$ cat src/rtl/psi_pkg.sv
// ============================================================================
// psi_pkg : shared types and sizing helpers for the serializer family
// Revision: 1.0
// ============================================================================
`default_nettype none

package psi_pkg;

    typedef enum logic [1:0] {
        S_IDLE  = 2'd0,
        S_SHIFT = 2'd1,
        S_STALL = 2'd2,
        S_GAP   = 2'd3
    } state_t;

    localparam int GAP_CW = 4;

    function automatic int calc_beats(input int dsize, input int lanes);
        return dsize / lanes;
    endfunction

    function automatic int cnt_width(input int n);
        return (n <= 1) ? 1 : $clog2(n);
    endfunction

    // The packet-end flag sits just above the payload in every FIFO word.
    function automatic int pkt_end_bit(input int dsize);
        return dsize;
    endfunction

endpackage

`default_nettype wire

$ cat src/rtl/multi_serial_com_lane_shifter.sv
// ============================================================================
// lane_shifter : word shift register, chunk select and beat counter
// Revision: 1.0
// ============================================================================
`default_nettype none

module lane_shifter
    import psi_pkg::*;
#(
    parameter int DSIZE     = 32,
    parameter int LANES     = 1,
    parameter int MSB_FIRST = 1,
    parameter int BEATS     = calc_beats(DSIZE, LANES),
    parameter int BW        = cnt_width(BEATS)
) (
    input  logic             clk,
    input  logic             rst_n,
    input  logic             load,
    input  logic             shift,
    input  logic [DSIZE-1:0] data,
    output logic [LANES-1:0] chunk,
    output logic [BW-1:0]    beat,
    output logic             last,
    output logic             next_last
);

    logic [DSIZE-1:0] sreg;
    logic [DSIZE-1:0] sreg_shifted;
    logic [LANES-1:0] head_load;
    logic [LANES-1:0] head_shift;

    generate
        if (MSB_FIRST != 0) begin : g_msb
            assign sreg_shifted = sreg << LANES;
            assign head_load    = data[DSIZE-1 -: LANES];
            assign head_shift   = sreg_shifted[DSIZE-1 -: LANES];
        end else begin : g_lsb
            assign sreg_shifted = sreg >> LANES;
            assign head_load    = data[LANES-1:0];
            assign head_shift   = sreg_shifted[LANES-1:0];
        end
    endgenerate

    assign last      = (int'(beat) == BEATS - 1);
    assign next_last = (int'(beat) == BEATS - 2);

    // Chunk register returns to zero whenever neither loading nor shifting.
    always_ff @(posedge clk or negedge rst_n) begin
        if (!rst_n) begin
            sreg  <= '0;
            chunk <= '0;
            beat  <= '0;
        end else if (load) begin
            sreg  <= data;
            chunk <= head_load;
            beat  <= '0;
        end else if (shift) begin
            sreg  <= sreg_shifted;
            chunk <= head_shift;
            beat  <= beat + 1'b1;
        end else begin
            chunk <= '0;
        end
    end

endmodule

`default_nettype wire

$ cat src/rtl/multi_serial_com.sv
// ============================================================================
// multi_serial_com : FIFO-fed multi-lane serializer with packet framing
// Revision: 1.0
// ============================================================================
`default_nettype none

module multi_serial_com
    import psi_pkg::*;
#(
    parameter int DSIZE     = 32,
    parameter int LANES     = 1,
    parameter int MSB_FIRST = 1,
    parameter int GAP       = 2
) (
    input  logic             s_clk,
    input  logic             n_rst,
    input  logic [DSIZE:0]   rdata,
    input  logic             rempty,
    output logic             r_en,
    output logic [LANES-1:0] s_out,
    output logic             s_valid,
    output logic             s_sop,
    output logic             s_eop,
    output logic             underrun
);

    localparam int BEATS   = calc_beats(DSIZE, LANES);
    localparam int BW      = cnt_width(BEATS);
    localparam int PKT_END = pkt_end_bit(DSIZE);

    state_t              state, state_nx;
    logic                cur_end, cur_end_nx;
    logic                in_pkt, in_pkt_nx;
    logic [GAP_CW-1:0]   gap_cnt, gap_cnt_nx;
    logic                valid_nx, sop_nx, eop_nx, underrun_nx;
    logic                load, shift;
    logic [BW-1:0]       beat;
    logic                last, next_last;

    lane_shifter #(
        .DSIZE     (DSIZE),
        .LANES     (LANES),
        .MSB_FIRST (MSB_FIRST)
    ) u_shifter (
        .clk       (s_clk),
        .rst_n     (n_rst),
        .load      (load),
        .shift     (shift),
        .data      (rdata[DSIZE-1:0]),
        .chunk     (s_out),
        .beat      (beat),
        .last      (last),
        .next_last (next_last)
    );

    always_ff @(posedge s_clk or negedge n_rst) begin
        if (!n_rst) begin
            state    <= S_IDLE;
            cur_end  <= 1'b0;
            in_pkt   <= 1'b0;
            gap_cnt  <= '0;
            s_valid  <= 1'b0;
            s_sop    <= 1'b0;
            s_eop    <= 1'b0;
            underrun <= 1'b0;
        end else begin
            state    <= state_nx;
            cur_end  <= cur_end_nx;
            in_pkt   <= in_pkt_nx;
            gap_cnt  <= gap_cnt_nx;
            s_valid  <= valid_nx;
            s_sop    <= sop_nx;
            s_eop    <= eop_nx;
            underrun <= underrun_nx;
        end
    end

    always_comb begin
        state_nx    = state;
        cur_end_nx  = cur_end;
        in_pkt_nx   = in_pkt;
        gap_cnt_nx  = gap_cnt;
        valid_nx    = 1'b0;
        sop_nx      = 1'b0;
        eop_nx      = 1'b0;
        underrun_nx = 1'b0;
        r_en        = 1'b0;
        load        = 1'b0;
        shift       = 1'b0;

        case (state)
            S_IDLE: begin
                r_en = !rempty;
            end
            S_SHIFT: begin
                if (!last) begin
                    shift    = 1'b1;
                    valid_nx = 1'b1;
                    eop_nx   = next_last && cur_end;
                end else if (cur_end) begin
                    in_pkt_nx = 1'b0;
                    if (GAP > 0) begin
                        state_nx   = S_GAP;
                        gap_cnt_nx = GAP_CW'(GAP - 1);
                    end else begin
                        state_nx = S_IDLE;
                        r_en     = !rempty;
                    end
                end else begin
                    r_en = !rempty;
                    if (rempty) begin
                        state_nx    = S_STALL;
                        underrun_nx = 1'b1;
                    end
                end
            end
            S_STALL: begin
                r_en = !rempty;
            end
            S_GAP: begin
                if (gap_cnt == '0) begin
                    state_nx = S_IDLE;
                end else begin
                    gap_cnt_nx = gap_cnt - 1'b1;
                end
            end
            default: begin
                state_nx = S_IDLE;
            end
        endcase

        // A pop always loads the next word; it opens a packet only when none is in flight.
        if (r_en) begin
            load       = 1'b1;
            state_nx   = S_SHIFT;
            valid_nx   = 1'b1;
            cur_end_nx = rdata[PKT_END];
            sop_nx     = !in_pkt_nx;
            in_pkt_nx  = 1'b1;
            eop_nx     = (BEATS == 1) && rdata[PKT_END];
        end
    end

endmodule

`default_nettype wire

$ cat config.mk
export PLATFORM = sky130hd
export DESIGN_NAME = multi_serial_com
export DESIGN_NICKNAME = d
export VERILOG_FILES = /design/src/rtl/psi_pkg.sv /design/src/rtl/multi_serial_com_lane_shifter.sv /design/src/rtl/multi_serial_com.sv
export SDC_FILE = /design/constraint.sdc
export NUM_CORES = 1
export LEC_CHECK = 0
export CORE_UTILIZATION = 51
export DETAILED_ROUTE_END_ITERATION = 12
export GPL_TIMING_DRIVEN = 1
export PLACE_DENSITY = 0.78
export SLEW_MARGIN = 20
export SYNTH_ARGS = -nofsm -noshare
export SYNTH_HDL_FRONTEND = slang
export SYNTH_SLANG_ARGS = --single-unit
$ cat constraint.sdc
create_clock -name s_clk -period 2.9 [get_ports s_clk]
set_clock_uncertainty 0.05 [all_clocks]
set_input_delay 0.58 -clock s_clk [delete_from_list [all_inputs] [get_ports s_clk]]
set_output_delay 0.58 -clock s_clk [all_outputs]
set_load 0.03 [all_outputs]
* Word level (Yosys, flattened, before mapping) *
Index checks and enable logic that the tools add are counted.

operators by class
  add/sub/neg operators = 2
  equality and inequality tests = 11
  muxes and demuxes = 35
  reductions and logical operators = 11

operators with widths
  cell                                              number
  two-way mux 31 bit                                2
  two-way mux 1 bit                                 20
  two-way mux 4 bit                                 3
  two-way mux 2 bit                                 5
  two-way mux 5 bit                                 2
  one-hot mux 4 bit (2 select lines)                1
  AND reduction 4 bit                               2
  inequality test 2 bit, second input constant      3
  inequality test 3 bit, second input constant      2
  adder 5 x 1 -> 5 bit, second input constant       1
  == test 5 x 1 -> 1 bit, second input constant     1
  == test 5 x 2 -> 1 bit, second input constant     1
  == test 2 bit, second input constant              2
  logical NOT 4 bit                                 1
  inequality test 4 bit, second input constant      1
  one-hot mux 2 bit (2 select lines)                1
  nonzero test 2 bit                                2
  subtractor 4 x 1 -> 4 bit, second input constant  1
  nonzero test 3 bit                                1
  == test 2 x 1 -> 1 bit, second input constant     1
  logical NOT 1 bit                                 2
  logical NOT 2 bit                                 1
  one-hot mux 1 bit (2 select lines)                1
  OR reduction 2 bit                                1
  logical AND 1 bit                                 1

word-level totals
  register bits = 49
  output and inout bits = 6
  word-level logic and storage cells = 70

* Logic depth before layout (Yosys ltp) *
Gate-level depths: netlist (run 1).

  depth after elaboration = 6
  gate-level depth with buffers = 7

* Cells and area by module *
From an unflattened synthesis (run 1), not the netlist that was laid out.

second synthesis, totals
  cells, all modules = 226
  area total of the unflattened synthesis = 2328.5 sq um

modules (own cells, without submodules)
  module            times used  cells an instance  area each (sq um)  sequential area each (sq um)
  lane_shifter      1           164                1730.4             925.9
  multi_serial_com  1           62                 598.1              300.3

* Least setup slack after synthesis (run 1) *
No wires, ideal clock.

  path type = register -> output
  start point = reg u_shifter.beat[1]
  end point = out r_en
  arrival time = 1744 ps
  data required time = 2270 ps
  path slack = 526 ps
  stages on the path, launching flop included = 7
  cells stage by stage = dfrtp_1 -> ha_1 -> and3_1 -> ha_1 -> or3b_4 -> a21oi_4 -> buf_4

on the way
  word-level cells in the longest chain between the ends = 3

ends and longest elaborated chain
  element                             RTL line                             text
  from (decl)                         multi_serial_com_lane_shifter.sv:22  output logic [BW-1:0] beat,
  from (signal assigned)              multi_serial_com_lane_shifter.sv:60  beat <= beat + 1'b1;
  == test 5 x 1 -> 1 bit              multi_serial_com_lane_shifter.sv:44  assign last = (int'(beat) == BEATS - 1);
  two-way mux 1 bit                   multi_serial_com.sv:96               if (!last) begin
  one-hot mux 1 bit (2 select lines)  multi_serial_com.sv:91               case (state)
  to (decl)                           multi_serial_com.sv:19               output logic r_en,

Every way passes these cells.

* Worst setup path in the final report (run 1) *
  start point = reg u_shifter.beat[0]
  end point = out r_en

Same word-level chain as after synthesis.

==> results of run 1 <==
area by class of cell:
class | instances | share of cell area, %
flip-flops and latches | 49 | 44.0
multi-input cells | 118 | 33.3
repair buffers | 46 | 15.8
clock buffers | 6 | 2.96
well taps | 50 | 2.25
inverters | 9 | 1.21
clock inverters | 2 | 0.494
per-stage QoR:
stage	hold WS (ns)	area, um^2	utilization, %	worst slack, ns
after global routing	0.353	2790	67.7	0.00268
after detailed placement	0.378	2690	65.4	0.300
final	0.312	2790	67.7	0.125
after floorplan	0.234	2250	-	0.526
after global placement	0.377	2690	65.4	0.452
after CTS	0.326	2790	67.7	0.110
flip-flops by register name (all words and copies together) (netlist names):
register         count
cur_end              1
gap_cnt              4
in_pkt               1
s_eop                1
s_sop                1
s_valid              1
state                2
u_shifter.beat       5
u_shifter.chunk      1
u_shifter.sreg      31
underrun             1
layout by cell type (no fill, tap or decap), drive strengths merged, types with 2 or more instances in the layout:
cell type | netlist | routed
dfrtp | 49 | 49
inv | 9 | 9
nor3b | 3 | 3
nor2 | 2 | 2
and3 | 2 | 2
o21ai | 4 | 4
buf | 4 | 7
clkdlybuf4s50 | 0 | 39
nor3 | 2 | 2
a221o | 29 | 29
nand2b | 2 | 2
a21oi | 8 | 8
a22o | 3 | 3
clkbuf | 8 | 6
and2 | 29 | 29
mux2i | 2 | 2
ha | 4 | 4
a211oi | 2 | 2
clkinv | 0 | 2
mux2 | 4 | 4
nand2 | 7 | 7
or3b | 2 | 2
how the worst max path moves through the flow:
stage / start / end / slack, ns / cells past startpoint
2_1_floorplan: u_shifter.beat[1] / r_en / 0.53 / 6
3_3_place_gp: u_shifter.beat[1] / u_shifter.sreg[15] / 0.45 / 7
3_5_place_dp: u_shifter.beat[1] / u_shifter.sreg[15] / 0.30 / 7
4_1_cts: u_shifter.beat[1] / r_en / 0.11 / 6
5_1_grt: u_shifter.beat[1] / r_en / 0.003 / 6
6_report: u_shifter.beat[0] / r_en / 0.12 / 6
power by group through the flow:
stage                     clock network, W  logic (W)  registers, W
after floorplan                          0   0.000774       0.00106
after global placement                   0   0.000973       0.00110
after detailed placement                 0    0.00101       0.00112
after CTS                         0.000425    0.00102       0.00110
after global routing              0.000457    0.00112       0.00114
final                             0.000408    0.00102       0.00111
metal layers:
layer	part of all wire (%)	vias up	routed length [um]
met4	1.6	0	71
met5	0	-	0
li1	-	780	-
met3	4.1	9	180
met1	46	820	2040
met2	48	41	2130
cell families (layout without fill, tap and decap cells):
| group | Yosys count | count (layout) |
|---|---|---|
| adders and majority gates | 4 | 4 |
| muxes | 6 | 6 |
| xor gates and xnor gates | 1 | 1 |
| buffers and inverters | 21 | 63 |
| AOI/OAI and AO/OA | 51 | 51 |
| DFF | 49 | 49 |
| and+or+nand+nor | 56 | 56 |
==> metrics.md, run 1 <==
| Metric | Value |
|---|---|
| Pins Over Slew Limit | `0` |
| Root buffer cell | `clkbuf_8` |
| Crit path top cell by count | `ha_1` |
| Final net count | `269` |
| Number of global-route vias before repair | `1647` |
| H-Tree Depth | `2` |
| Fin crit share | `95.7%` |
| First-pass GRT wire length | `7200 um` |
| Slowest CP cell | `or3b_4` |
| I/O pin count | `42` |
| Buf/Inv on CP | `1` |
| Syn-to-layout area delta | `24.0%` |
| Pin count of the biggest net entering global routing | `50` |
| Crit Path Class | `flop to output pin` |
| Area leader, netlist | `dfrtp_1` |
| Met2 GRT Util | `35.5%` |
| Gate Count Post-Synth | `188` |
| Main combinational cell family by area after synthesis | `compound AO/OA/AOI/OAI gates` |
| Core Area | `0.00412 mm^2` |
| Actual slew at the worst max-slew pin | `0.586 ns` |
| Cell family with most CP delay | `simple AND/OR/NAND/NOR gates` |
| Layout cells sized above 1 | `9.57%` |
| Total power draw | `0.00253 W` |
| Mux share of post-synthesis cell area | `2.90%` |
| Post-synthesis xor/xnor area fraction | `0.390%` |
| DR DRC count | `0` |
| Max cap viols | `0` |
| Status | `finished, final reports clean` |
| Vias per Instance | `5.89` |
| Top cell type's share of synthesized area | `54.6%` |
| Reg power frac | `43.7%` |
| I/O Buffers | `41` |
| Switching power | `0.000908 W` |
| Mapped Area | `0.00225 mm^2` |
| Vias | `1650` |
| Commonest cells post-synth | `49 x dfrtp_1, 29 x a221o_1, 29 x and2_1, 9 x inv_1, 8 x clkbuf_1` |
| Pwr dens | `909 mW/mm^2` |
| Data arrival, critical path | `2.15 ns` |
| HPWL Detailed | `3000 um` |
| Syn Nets | `228` |
| Largest cells by area after synthesis | `dfrtp_1 55%, a221o_1 13%, and2_1 8.1%` |
| Initial Util | `54.6%` |
| Post-CTS Hold Buffers | `0` |
| Synthesized-area fraction occupied by adder cells | `2.23%` |
| CP required | `2.27 ns` |
| Synth Flop Type | `dfrtp_1` |
| Asr flop ratio synth | `100%` |
| CP Max Fanout | `7` |
| Unrepaired setup endpoints after global routing | `false` |
| Post-Synth Simple-Gate Area | `15.9%` |
| Register bit total from synthesis | `49` |
| Top-count cell post-synth | `dfrtp_1` |
| Syn_area_per_cell | `12.0 um^2` |
| CTS tree | `yes` |
| Multi-input gate area | `927 um^2` |
| Final hold vios | `0` |
| R2R Path Start | `u_shifter.beat[0]` |
| Setup-failing EPs final | `0` |
| Global Route met3 Usage | `5.67%` |
| Combinational share of power | `40.2%` |
| Die ar. | `0.00468 mm^2` |
| N_diodes | `0` |
| FF-to-FF path depth | `7` |
| Reg area | `0.00123 mm^2` |
| Slowest cell delay on critical path | `0.44 ns` |
| Sequential area share after synthesis | `54.6%` |
| Largest vdd supply drop | `412 uV` |
| CP cell instances | `ha_1 -> and3_1 -> ha_1 -> or3b_4 -> a21oi_4 -> buf_4` |
| Placer Congestion | `0.788` |
| Post-synthesis compound-gate area fraction | `19.7%` |
| GRT Max-Usage Layer | `met2` |
| Crit path capture type | `output pin` |
| Post-route ant nets | `0` |
| GR Layer Usage met1 | `26.0%` |
| # rows | `23` |
| Internal power | `0.00163 W` |
| Hold crit path type | `primary input to async pin` |
| # resized after CTS | `0` |
| Bufs on Longest Clock Path | `2` |
| FF-to-FF End | `cur_end` |
| R2r setup slk | `0.29 ns` |
| # Post-CTS Setup Buffers | `0` |
| Skew-Pair Late Insertion Delay | `0.30 ns` |
| Cell variety after synth | `38` |
| CTS buffer count | `5` |
| Max Fclk | `360 MHz` |
| Total grt overflow | `0` |
| Placed cells | `272` |
| Rel. slew slack | `60.9%` |
| Total routed wirelength | `4430 um` |
| Die Y | `68.4 um` |
| Initial antenna violation count | `0` |
| LEAKAGE | `1.27 nW` |
| Clock group share of total power | `16.1%` |
| Worst setup SP type | `flop` |
| Die W | `68.4 um` |
| DR pass1 iterations | `4` |
| Clk sinks | `49` |
| Fin Setup TNS | `0 ns` |
| Post-synth EDFFs | `0` |
| Switching portion of total power | `35.8%` |
| DRT iter0 DRCs | `138` |
| Fin crit period | `2.78 ns` |
| Routed length per instance | `15.8 um` |
| Synth Warn # | `0` |
| Non-filler cells, final | `280` |
| # fillers | `308` |
| Reg clk slew, reported paths | `0.09 ns` |
| GR Util All Layers | `21.3%` |
No activity file was read; power rests on OpenSTA's default activity.
==> inputs of run 2 (changes only) <==
--- a/config.mk
+++ b/config.mk
@@ -5,10 +5,12 @@
 export SDC_FILE = /design/constraint.sdc
 export NUM_CORES = 1
 export LEC_CHECK = 0
-export CORE_UTILIZATION = 51
+export CELL_PAD_IN_SITES_DETAIL_PLACEMENT = 1
+export CELL_PAD_IN_SITES_GLOBAL_PLACEMENT = 1
+export CORE_UTILIZATION = 37
 export DETAILED_ROUTE_END_ITERATION = 12
 export GPL_TIMING_DRIVEN = 1
-export PLACE_DENSITY = 0.78
+export PLACE_DENSITY_LB_ADDON = 0.1
 export SLEW_MARGIN = 20
 export SYNTH_ARGS = -nofsm -noshare
 export SYNTH_HDL_FRONTEND = slang
==> constraint.sdc (replaced) <==
create_clock -name s_clk -period 2.2 [get_ports s_clk]
set_clock_uncertainty 0.05 [all_clocks]
set_input_delay 0.44 -clock s_clk [delete_from_list [all_inputs] [get_ports s_clk]]
set_output_delay 0.44 -clock s_clk [all_outputs]
set_load 0.03 [all_outputs]
==> run 2 against run 1 <==
The run now ends with setup timing left; global-route usage fell by 2.6 points; hold slack got worse by 0.16 ns; first-iteration DRC count fell by 33%; utilization fell by 16 points; wire length rose by 29%; final cell count rose by 15%; die area rose by 37%; power rose by 48%; sequential power rose by 31%; worst setup slack got worse by 0.31 ns; via count rose by 5.6%; register-to-register slack got worse by 0.38 ns; critical path type unchanged; critical endpoint unchanged; largest cell class unchanged.
==> metrics.md, run 2 (synthesis gave the netlist of run 1 again) <==
| Metric | Value |
|---|---|
| Status | `finished, violations left` |
| Failing checks | `setup timing` |
| Clk sinks | `49 (unchanged)` |
| Skew-Pair Late Insertion Delay | `0.29 ns (about the same)` |
| HPWL Detailed | `3790 um (+26%)` |
| Fin util | `51.9% (-16 points)` |
| Pins Over Slew Limit | `0 (unchanged)` |
| Setup-failing EPs final | `15 (+15)` |
| CTS tree | `yes` |
| Total grt overflow | `0 (unchanged)` |
| H-Tree Depth | `2 (unchanged)` |
| Vias per Instance | `5.39 (-8.5%)` |
| DRT iter0 DRCs | `92 (-33%)` |
| First-pass GRT wire length | `9180 um (+28%)` |
| Routed length per instance | `17.6 um (+11%)` |
| Pin count of the biggest net entering global routing | `33 (-34%)` |
| FF-to-FF path depth | `10 (+3)` |
| Initial Util | `38.2% (-16 points)` |
| Bufs on Longest Clock Path | `2 (unchanged)` |
| Post-CTS Hold Buffers | `0 (unchanged)` |
| Die W | `79.9 um (+17%)` |
| Hold crit path type | `primary input to async pin` |
| Layout cells sized above 1 | `19.0% (+9.4 points)` |
| Root buffer cell | `clkbuf_8` |
| Slowest cell delay on critical path | `0.40 ns (-0.04 ns)` |
| Total routed wirelength | `5690 um (+29%)` |
| DR pass1 iterations | `4 (unchanged)` |
| # rows | `28 (+22%)` |
| GR Util All Layers | `18.7% (-2.6 points)` |
| I/O pin count | `42 (unchanged)` |
| Max FFs per register | `31 (unchanged)` |
| Worst setup SP type | `flop` |
| Non-filler cells, final | `323 (+15%)` |
| Initial antenna violation count | `0 (unchanged)` |
| Vias | `1742 (+5.6%)` |
| LEAKAGE | `1.38 nW (+8.2%)` |
| Number of global-route vias before repair | `1832 (+11%)` |
| Largest vdd supply drop | `511 uV (+24%)` |
| Actual slew at the worst max-slew pin | `0.740 ns (+0.154 ns)` |
| Most common cell after layout, fill and taps aside | `dfrtp_1` |
| Data arrival, critical path | `1.89 ns (-0.26 ns)` |
| Die ar. | `0.00639 mm^2 (+37%)` |
| Reg clk slew, reported paths | `0.09 ns (about the same)` |
| Largest regs | `u_shifter.sreg (31), u_shifter.beat (5), gap_cnt (4)` |
| Unrepaired setup endpoints after global routing | `true` |
| Crit path capture type | `output pin` |
| CTS buffer count | `5 (unchanged)` |
| N_diodes | `0 (unchanged)` |
| Placer Congestion | `0.790 (+0.28%)` |
| CP required | `1.71 ns (-0.56 ns)` |
| Crit Path Class | `flop to output pin` |
| I/O Buffers | `41 (unchanged)` |
| Post-route ant nets | `0 (unchanged)` |
| # fillers | `619 (+100%)` |
| Final hold vios | `0 (unchanged)` |
| CP cell instances | `ha_2 -> and3_4 -> ha_4 -> or3b_4 -> a21oi_4 -> buf_6` |
| Die Y | `79.9 um (+17%)` |
| Rel. slew slack | `50.7% (-10 points)` |
| Max cap viols | `0 (unchanged)` |
| DR DRC count | `0 (unchanged)` |
| Core Area | `0.00589 mm^2 (+43%)` |
| Pwr dens | `1230 mW/mm^2 (+35%)` |
| CP Max Fanout | `3 (-4)` |
| Total power draw | `0.00374 W (+48%)` |
| Fin crit period | `2.38 ns` |
| Max Fclk | `420 MHz` |
| Largest Register | `u_shifter.sreg` |
| Fin crit share | `108%` |
| Slowest CP cell | `or3b_4` |
| Placed cells | `306 (+13%)` |
| Most frequent cells in the layout | `49 x dfrtp_1, 39 x clkdlybuf4s50_1, 29 x and2_1, 29 x a221o_1, 15 x buf_4` |
| Syn-to-layout area delta | `36.0%` |
| Setup ws final | `-0.184 ns (-0.308 ns)` |
| Setup WS pre-CTS | `-0.0413 ns (-0.342 ns)` |
| Final net count | `287 (+6.7%)` |
==> run 2: changes by cell type in the layout (fill, tap and decap cells not counted), moves of 2 or more <==
cell,change
clkbuf_1,+3
buf_6,+4
buf_12,+3
mux2_4,+2
buf_4,+9
ha_1,-2
==> run 2: final cells by class <==
class | instances | area, um^2 | area share (%)
Clock buffer | 8 | 80.1 | 2.62
Inverter | 9 | 33.8 | 1.11
Multi-Input combinational cell | 118 | 980 | 32.1
Sequential cell | 49 | 1230 | 40.1
Tap cell | 75 | 93.8 | 3.07
Timing Repair Buffer | 64 | 643 | 21.0
==> run 2: final timing paths <==
| kind | start | slack [ns] | endpoint |
|---|---|---|---|
| min in group s_clk | in_pkt | 0.38 | s_sop |
| setup reg to reg | u_shifter.beat[0] | -0.09 | u_shifter.sreg[4] |
| hold reg to reg | in_pkt | 0.38 | s_sop |
| hold / removal | n_rst | 0.16 | s_valid |
| max in group asynchronous | n_rst | 1.30 | u_shifter.sreg[24] |
| setup / recovery | u_shifter.beat[1] | -0.18 | r_en |
==> run 2: repair_timing <==
action	4_1_cts	5_1_grt
hold endpoints to repair	0	0
cloned	0	2
gates resized for setup	7	12
endpoints found under the setup margin	3	31
setup buffers	3	5
pin swaps	3	10
==> run 2: worst max-delay path, delay by kind of cell, from the launching register on <==
kind            cells  cell delay, ns
flops               1            0.36
compound gates      1            0.19
buf+inv             1            0.15
simple gates        2            0.60
fa+ha+maj           2            0.30
==> run 2: stage by stage <==
step                      TNS [ns]  instance area [um^2]  hold WS [ns]
after floorplan                  0                  2250        0.0944
after global placement           0                  2800         0.381
after detailed placement   -0.0728                  2800         0.378
after CTS                   -0.239                  2940         0.178
after global routing         -2.19                  3060         0.193
final                        -1.23                  3060         0.156
==> run 2: report_power, final <==
group	internal, W	total (W)	switching [W]	leakage, nW
Combinational	0.000966	0.00179	0.000823	0.701
Sequential	0.00121	0.00145	0.000242	0.636
Clock	0.000227	0.000507	0.000280	0.0395
==> run 2: per-layer routing <==
metal	GRT usage [%]	up-vias	part of all wire, %
met5	0	-	0
li1	-	812	-
met1	26.1	892	46
met4	4.82	0	0.81
met3	2.97	5	3.0
met2	30.3	33	51
